File: src/rtl/pipe_stage_buf_if.sv
// Valid/ready payload channel between two pipeline stages.
// The master drives valid and data; the slave drives ready.
interface pipe_stage_buf_if #(
    parameter int DATA_W = 32
);
    logic              valid;
    logic              ready;
    logic [DATA_W-1:0] data;

    modport master (
        output valid,
        output data,
        input  ready
    );

    modport slave (
        input  valid,
        input  data,
        output ready
    );
endinterface

File: src/rtl/pipe_stage_buf.sv
// Elastic stage register: valid/ready handshake, optional skid entry, sync flush.
// Define PIPE_STAGE_PERF_EN to add stall/bubble/flush-drop counters.
module pipe_stage_buf #(
    parameter int DATA_W = 32,
    parameter int SKID   = 1,
    parameter int CNT_W  = 32
) (
    input  logic              clk,
    input  logic              reset,
    input  logic              flush,
    pipe_stage_buf_if.slave   in_if,
    pipe_stage_buf_if.master  out_if
`ifdef PIPE_STAGE_PERF_EN
    ,
    output logic [CNT_W-1:0]  stall_cnt,
    output logic [CNT_W-1:0]  bubble_cnt,
    output logic [CNT_W-1:0]  flush_drop_cnt
`endif
);

    typedef enum logic [1:0] {
        EMPTY = 2'd0,
        ONE   = 2'd1,
        TWO   = 2'd2
    } state_t;

    logic              in_fire;
    logic              out_fire;
    logic              main_valid;
    logic              skid_valid;
    logic [DATA_W-1:0] main_data;

    // With the skid entry, ready depends only on stage state.
    assign in_if.ready = (SKID != 0) ? !skid_valid
                                     : (!main_valid | out_if.ready);

    assign in_fire  = in_if.valid & in_if.ready;
    assign out_fire = main_valid & out_if.ready;

    assign out_if.valid = main_valid;
    assign out_if.data  = main_data;

    generate
        if (SKID != 0) begin : g_skid
            state_t            state_q;
            state_t            state_d;
            logic              load_main;
            logic              load_skid;
            logic              move_skid;
            logic [DATA_W-1:0] skid_data;

            always_comb begin
                state_d   = state_q;
                load_main = 1'b0;
                load_skid = 1'b0;
                move_skid = 1'b0;
                if (flush) begin
                    state_d = EMPTY;
                end else begin
                    unique case (state_q)
                        EMPTY: begin
                            if (in_fire) begin
                                state_d   = ONE;
                                load_main = 1'b1;
                            end
                        end
                        ONE: begin
                            if (in_fire && out_fire) begin
                                load_main = 1'b1;
                            end else if (in_fire) begin
                                state_d   = TWO;
                                load_skid = 1'b1;
                            end else if (out_fire) begin
                                state_d = EMPTY;
                            end
                        end
                        TWO: begin
                            if (out_fire) begin
                                state_d   = ONE;
                                move_skid = 1'b1;
                            end
                        end
                        default: state_d = EMPTY;
                    endcase
                end
            end

            always_ff @(posedge clk or posedge reset) begin
                if (reset) begin
                    state_q   <= EMPTY;
                    main_data <= '0;
                    skid_data <= '0;
                end else begin
                    state_q <= state_d;
                    if (load_main) begin
                        main_data <= in_if.data;
                    end else if (move_skid) begin
                        main_data <= skid_data;
                    end
                    if (load_skid) begin
                        skid_data <= in_if.data;
                    end
                end
            end

            assign main_valid = (state_q != EMPTY);
            assign skid_valid = (state_q == TWO);
        end else begin : g_single
            logic valid_q;

            always_ff @(posedge clk or posedge reset) begin
                if (reset) begin
                    valid_q   <= 1'b0;
                    main_data <= '0;
                end else begin
                    if (flush) begin
                        valid_q <= 1'b0;
                    end else if (in_fire) begin
                        valid_q <= 1'b1;
                    end else if (out_fire) begin
                        valid_q <= 1'b0;
                    end
                    if (in_fire && !flush) begin
                        main_data <= in_if.data;
                    end
                end
            end

            assign main_valid = valid_q;
            assign skid_valid = 1'b0;
        end
    endgenerate

`ifdef PIPE_STAGE_PERF_EN
    localparam logic [CNT_W-1:0] CNT_MAX = '1;

    logic [1:0]       drop_n;
    logic [CNT_W+1:0] drop_sum;

    // Held beats that did not leave this cycle, plus an accepted-then-squashed beat.
    assign drop_n = {1'b0, main_valid & ~out_fire}
                  + {1'b0, skid_valid}
                  + {1'b0, in_fire};
    assign drop_sum = {2'b00, flush_drop_cnt} + {{CNT_W{1'b0}}, drop_n};

    always_ff @(posedge clk or posedge reset) begin
        if (reset) begin
            stall_cnt      <= '0;
            bubble_cnt     <= '0;
            flush_drop_cnt <= '0;
        end else begin
            if (main_valid && !out_if.ready && stall_cnt != CNT_MAX) begin
                stall_cnt <= stall_cnt + 1'b1;
            end
            if (!main_valid && bubble_cnt != CNT_MAX) begin
                bubble_cnt <= bubble_cnt + 1'b1;
            end
            if (flush) begin
                if (drop_sum > {2'b00, CNT_MAX}) begin
                    flush_drop_cnt <= CNT_MAX;
                end else begin
                    flush_drop_cnt <= drop_sum[CNT_W-1:0];
                end
            end
        end
    end
`endif

endmodule

File: src/flat_wrapper.sv
// flat-port wrapper written by rule: the top's interface ports become plain ports
module pipe_stage_buf_flat 
#(
    parameter int DATA_W = 32,
    parameter int SKID   = 1,
    parameter int CNT_W  = 32
)
  (clk, reset, flush, in_if_valid, in_if_data, in_if_ready, out_if_valid, out_if_data, out_if_ready);
  pipe_stage_buf_if #(.DATA_W(DATA_W)) in_if_i ();
  pipe_stage_buf_if #(.DATA_W(DATA_W)) out_if_i ();
  input  logic clk;
  input  logic reset;
  input  logic flush;
  input wire logic [$bits(in_if_i.valid)-1:0] in_if_valid;
  input wire logic [$bits(in_if_i.data)-1:0] in_if_data;
  output wire logic [$bits(in_if_i.ready)-1:0] in_if_ready;
  output wire logic [$bits(out_if_i.valid)-1:0] out_if_valid;
  output wire logic [$bits(out_if_i.data)-1:0] out_if_data;
  input wire logic [$bits(out_if_i.ready)-1:0] out_if_ready;
  assign in_if_i.valid = in_if_valid;
  assign in_if_i.data = in_if_data;
  assign in_if_ready = in_if_i.ready;
  assign out_if_valid = out_if_i.valid;
  assign out_if_data = out_if_i.data;
  assign out_if_i.ready = out_if_ready;
  pipe_stage_buf #(.DATA_W(DATA_W), .SKID(SKID), .CNT_W(CNT_W)) u_core (.clk(clk), .reset(reset), .flush(flush), .in_if(in_if_i), .out_if(out_if_i));
endmodule
File: config.mk
export PLATFORM = sky130hd
export DESIGN_NAME = pipe_stage_buf_flat
export DESIGN_NICKNAME = d
export VERILOG_FILES = /design/src/rtl/pipe_stage_buf_if.sv /design/src/rtl/pipe_stage_buf.sv /design/src/flat_wrapper.sv
export SDC_FILE = /design/constraint.sdc
export NUM_CORES = 1
export LEC_CHECK = 0
export BUFFER_PORTS_ARGS = -buffer_cell sky130_fd_sc_hd__clkbuf_2
export CORE_ASPECT_RATIO = 0.7
export CORE_MARGIN = 1
export CORE_UTILIZATION = 48
export CTS_BUF_LIST = sky130_fd_sc_hd__clkbuf_4 sky130_fd_sc_hd__clkbuf_8 sky130_fd_sc_hd__clkbuf_16
export DETAILED_ROUTE_END_ITERATION = 10
export MAX_ROUTING_LAYER = met4
export PLACE_DENSITY = 0.73
export SKIP_LAST_GASP = 1
export SLEW_MARGIN = 20
export SYNTH_ARGS = -nofsm -noshare
export SYNTH_HDL_FRONTEND = slang
export SYNTH_SLANG_ARGS = --single-unit
File: constraint.sdc
create_clock -name clk -period 1.7 [get_ports clk]
set_input_delay 0.085 -clock clk [delete_from_list [all_inputs] [get_ports clk]]
set_output_delay 0.085 -clock clk [all_outputs]
set_load 0.005 [all_outputs]
==> summary.md <==
| Metric | Value |
|---|---|
| Status | finished, final reports clean |
| Fmax | 0.600 GHz |
| Number of iterations in the first detailed-routing pass | 3 |
| Arrival time of the worst setup path | 1.89 ns |
| Actual slew at the worst max-slew pin | 0.411 ns |
| Antenna Cells | 0 |
| Via count of the first global-routing pass | 2011 |
| Root cell of the clock tree | sky130_fd_sc_hd__clkbuf_8 |
| Largest stage delay on the critical path | 0.45 ns |
| Yosys top cell by area | sky130_fd_sc_hd__dfrtp_1 |
| Net Sw Frac | 0.259 |
| CTS tree | yes |
| Core region area | 0.00590 sq mm |
| Fraction of power consumed by combinational cells | 0.273 |
| Nets | 345 |
| Overall track demand over capacity in global routing | 0.199 |
| Final critical-path share of the clock period | 0.981 |
| Number of rows in the core area | 23 |
| Drt via density | 4.98 |
| Clock buffer depth | 2 |
| Number of CTS-inserted buffers | 9 |
| Area overhead of the layout relative to synthesis | 34.5% |
| Cell area after technology mapping | 0.00302 sq mm |
| Main area contributors after synthesis | sky130_fd_sc_hd__dfrtp_1 (55%), sky130_fd_sc_hd__mux2_2 (22%), sky130_fd_sc_hd__mux2_4 (13%) |
| Worst Setup End Kind | register |
| Type of the tightest min-delay check | in -> reg |
| Internal portion of total power | 3710 uW |
| Crit-path cells | nor3b_4 -> nand2_4 -> buf_12 -> mux2_4 -> mux2_2 |
| Worst clock skew | 0.00542 ns |
| Input/output buffers | 70 |
| Die outline area | 0.00661 sq mm |
| Setup violators final | 0 |
| Master of the slowest instance on the critical path | sky130_fd_sc_hd__dfrtp_2 |
| Maximum fanout along the worst path | 17 |
| Post-Syn Instances | 193 |
| Synth Warn # | 0 |
| Via count | 1934 |
| Required time at the endpoint of the critical path | 1.92 ns |
| Synth Net Count | 230 |
| I/O pin count | 71 |
| Count of final max-slew check failures | 0 |
| Effective utilization at floorplan | 0.512 |
| Fraction of final layout cells sized beyond drive strength 1 | 0.607 |
| Total of flip-flops plus latches after synthesis | 66 |
| Total DRC errors in the routed layout | 0 |
| Critical Path Start Type | register |
| Number of hold violations in the final report | 0 |
| Final weighted congestion in routability-driven placement | 0.826 |
| Switching pwr | 1290 uW |
| HPWL after DPL | 3.68 mm |
| Clock-pin slew on the worst setup and hold paths | 0.07 ns |
| Sequential cell area fraction in the yosys report | 0.547 |
| Hold WS | 0.0119 ns |
| WL/cell | 14.7 microns |
| Setup CP Type | reg -> reg |
| Static leakage | 0.00199 uW |
| Number of H-tree levels | 3 |
| Utilization after layout | 0.688 |
| Number of sinks on the clock net | 66 |
| Total power divided by cell area | 1230 mW/mm^2 |
| Largest voltage drop on the vdd net | 837 uV |
| Wire length of the first global-routing pass | 9.62 mm |
| Die height | 68.3 microns |
| Sum of routed wire length over all layers | 5.71 mm |
| Leftover overflow at the end of global routing | 0 |
| Number of distinct library cells after synthesis | 22 |
| Drt first-iter violations | 44 |
| Clock latency on the worst-skew pair | 0.34 ns |
| RSZ-0062 raised after global routing | yes |
| Setup Total Neg Slack | 0 ns |
| Fraction of power consumed by sequential logic | 0.470 |
| Remaining number of nets flagged by the antenna check after routing | 0 |
| Number of antenna violations at the first check in global routing | 0 |
| Share of Yosys cell area claimed by the top area cell type | 0.547 |
| Crit path time final | 1.67 ns |
| Avg Synthesized Cell Area | 15.6 sq um |
| Worst rel slew slack | 0.725 |
| Die boundary width | 96.8 microns |
| Max-cap check violation count | 0 |
| Largest net degree at the start of global routing | 67 |
| Clock Power Share | 0.258 |
==> worst max-delay path: cells and delay by family (launching register included) <==
family / cells / cell delay, ns
DFF: 1 / 0.45
buffers and inverters: 1 / 0.17
muxes: 2 / 0.58
and+or+nand+nor: 2 / 0.34
==> power groups by stage <==
stage	clock network, uW	registers, uW	logic, uW
2_1_floorplan	0	2340	819
3_3_place_gp	0	2350	1280
3_5_place_dp	0	2370	1310
4_1_cts	1320	2340	1380
5_1_grt	1390	2420	1490
6_report	1290	2350	1360
==> synth_stat cells <==
library cell,n
sky130_fd_sc_hd__mux2_2,60
sky130_fd_sc_hd__and3_1,1
sky130_fd_sc_hd__a211oi_1,1
sky130_fd_sc_hd__nand2_1,1
sky130_fd_sc_hd__inv_1,2
sky130_fd_sc_hd__nor3b_4,1
sky130_fd_sc_hd__buf_2,6
sky130_fd_sc_hd__mux2i_1,3
sky130_fd_sc_hd__mux2_1,6
sky130_fd_sc_hd__or2_2,1
sky130_fd_sc_hd__nor3b_1,1
sky130_fd_sc_hd__a21oi_1,3
sky130_fd_sc_hd__buf_6,3
sky130_fd_sc_hd__nand2b_1,3
sky130_fd_sc_hd__dfrtp_1,66
sky130_fd_sc_hd__nor2_1,4
sky130_fd_sc_hd__o21bai_1,1
sky130_fd_sc_hd__nand3_1,1
sky130_fd_sc_hd__o21ai_0,1
sky130_fd_sc_hd__nand2_4,1
sky130_fd_sc_hd__clkbuf_1,1
sky130_fd_sc_hd__mux2_4,26
==> cell type report <==
class	count	area, sq um
fillers	445	1840
clock buffers	11	139
repair buffers	114	808
clock inverters	5	55.1
multi-input cells	115	1300
inverters	2	11.3
well taps	75	93.8
flip-flops and latches	66	1650
==> flip-flops by register name (all words and copies together) (netlist names) <==
| signal | cells |
|---|---|
| u_core.g_skid.state_q | 2 |
| u_core.out_if.data | 32 |
| u_core.g_skid.skid_data | 32 |
==> logic make-up (layout without fill, tap and decap cells) <==
group                  after synthesis  count (layout)  synth area share
AND/OR/NAND/NOR                     14              14            0.0307
AO/OA/AOI/OAI                        6               6            0.0116
buffers and inverters               12             132            0.0249
multiplexers                        95              95             0.386
flip-flops                          66              66             0.547
==> stage by stage <==
step                total power (uW)  cells  area [sq um]  setup WS [ns]
global route                    5300    388          4060        -0.0149
global placement                3630    338          3510         0.0579
floorplan                       3160    193          3020          0.100
finish                          5000    388          4060         0.0324
detailed placement              3680    338          3510         0.0361
CTS                             5040    387          4040         0.0107
==> layout by cell type, fill, tap and decap left out, types with 3 or more instances in the layout <==
cell	synthesis	routed
sky130_fd_sc_hd__a21oi_1	3	3
sky130_fd_sc_hd__buf_12	0	3
sky130_fd_sc_hd__mux2_4	26	26
sky130_fd_sc_hd__mux2_1	6	6
sky130_fd_sc_hd__mux2_2	60	60
sky130_fd_sc_hd__clkinvlp_4	0	3
sky130_fd_sc_hd__mux2i_1	3	3
sky130_fd_sc_hd__clkbuf_8	0	9
sky130_fd_sc_hd__clkbuf_2	0	70
sky130_fd_sc_hd__buf_4	0	6
sky130_fd_sc_hd__dlygate4sd3_1	0	33
sky130_fd_sc_hd__dfrtp_1	66	65
sky130_fd_sc_hd__nor2_1	4	4
==> metal layers <==
metal	vias up	track usage	part of all wire
met4	0	0.0560	0.010
met5	-	-	0
met3	7	0.0725	0.042
met1	962	0.236	0.46
met2	45	0.326	0.48
li1	920	-	-
==> what timing repair did <==
item	in CTS	in global routing
setup endpoints to repair	0	36
resized for setup	0	4
endpoints found under the hold margin	100	0
buffers inserted	0	1
hold buffers	33	0
==> worst paths after layout <==
| check | from | slack (ns) | cells past startpoint | endpoint |
|---|---|---|---|---|
| worst max-delay path | u_core.g_skid.state_q[1] | 0.03 | 5 | u_core.out_if.data[21] |
| worst min-delay path | in_if_data[13] | 0.01 | 2 | u_core.g_skid.skid_data[13] |
| worst max register to register | u_core.g_skid.state_q[1] | 0.03 | 5 | u_core.out_if.data[21] |
| worst min register to register | u_core.out_if.data[0] | 0.49 | 1 | u_core.out_if.data[0] |
| max in group asynchronous | reset | 1.02 | 4 | u_core.g_skid.skid_data[22] |
| min in group asynchronous | reset | 0.40 | 4 | u_core.g_skid.skid_data[4] |
No activity file was read; power rests on OpenSTA's default activity.
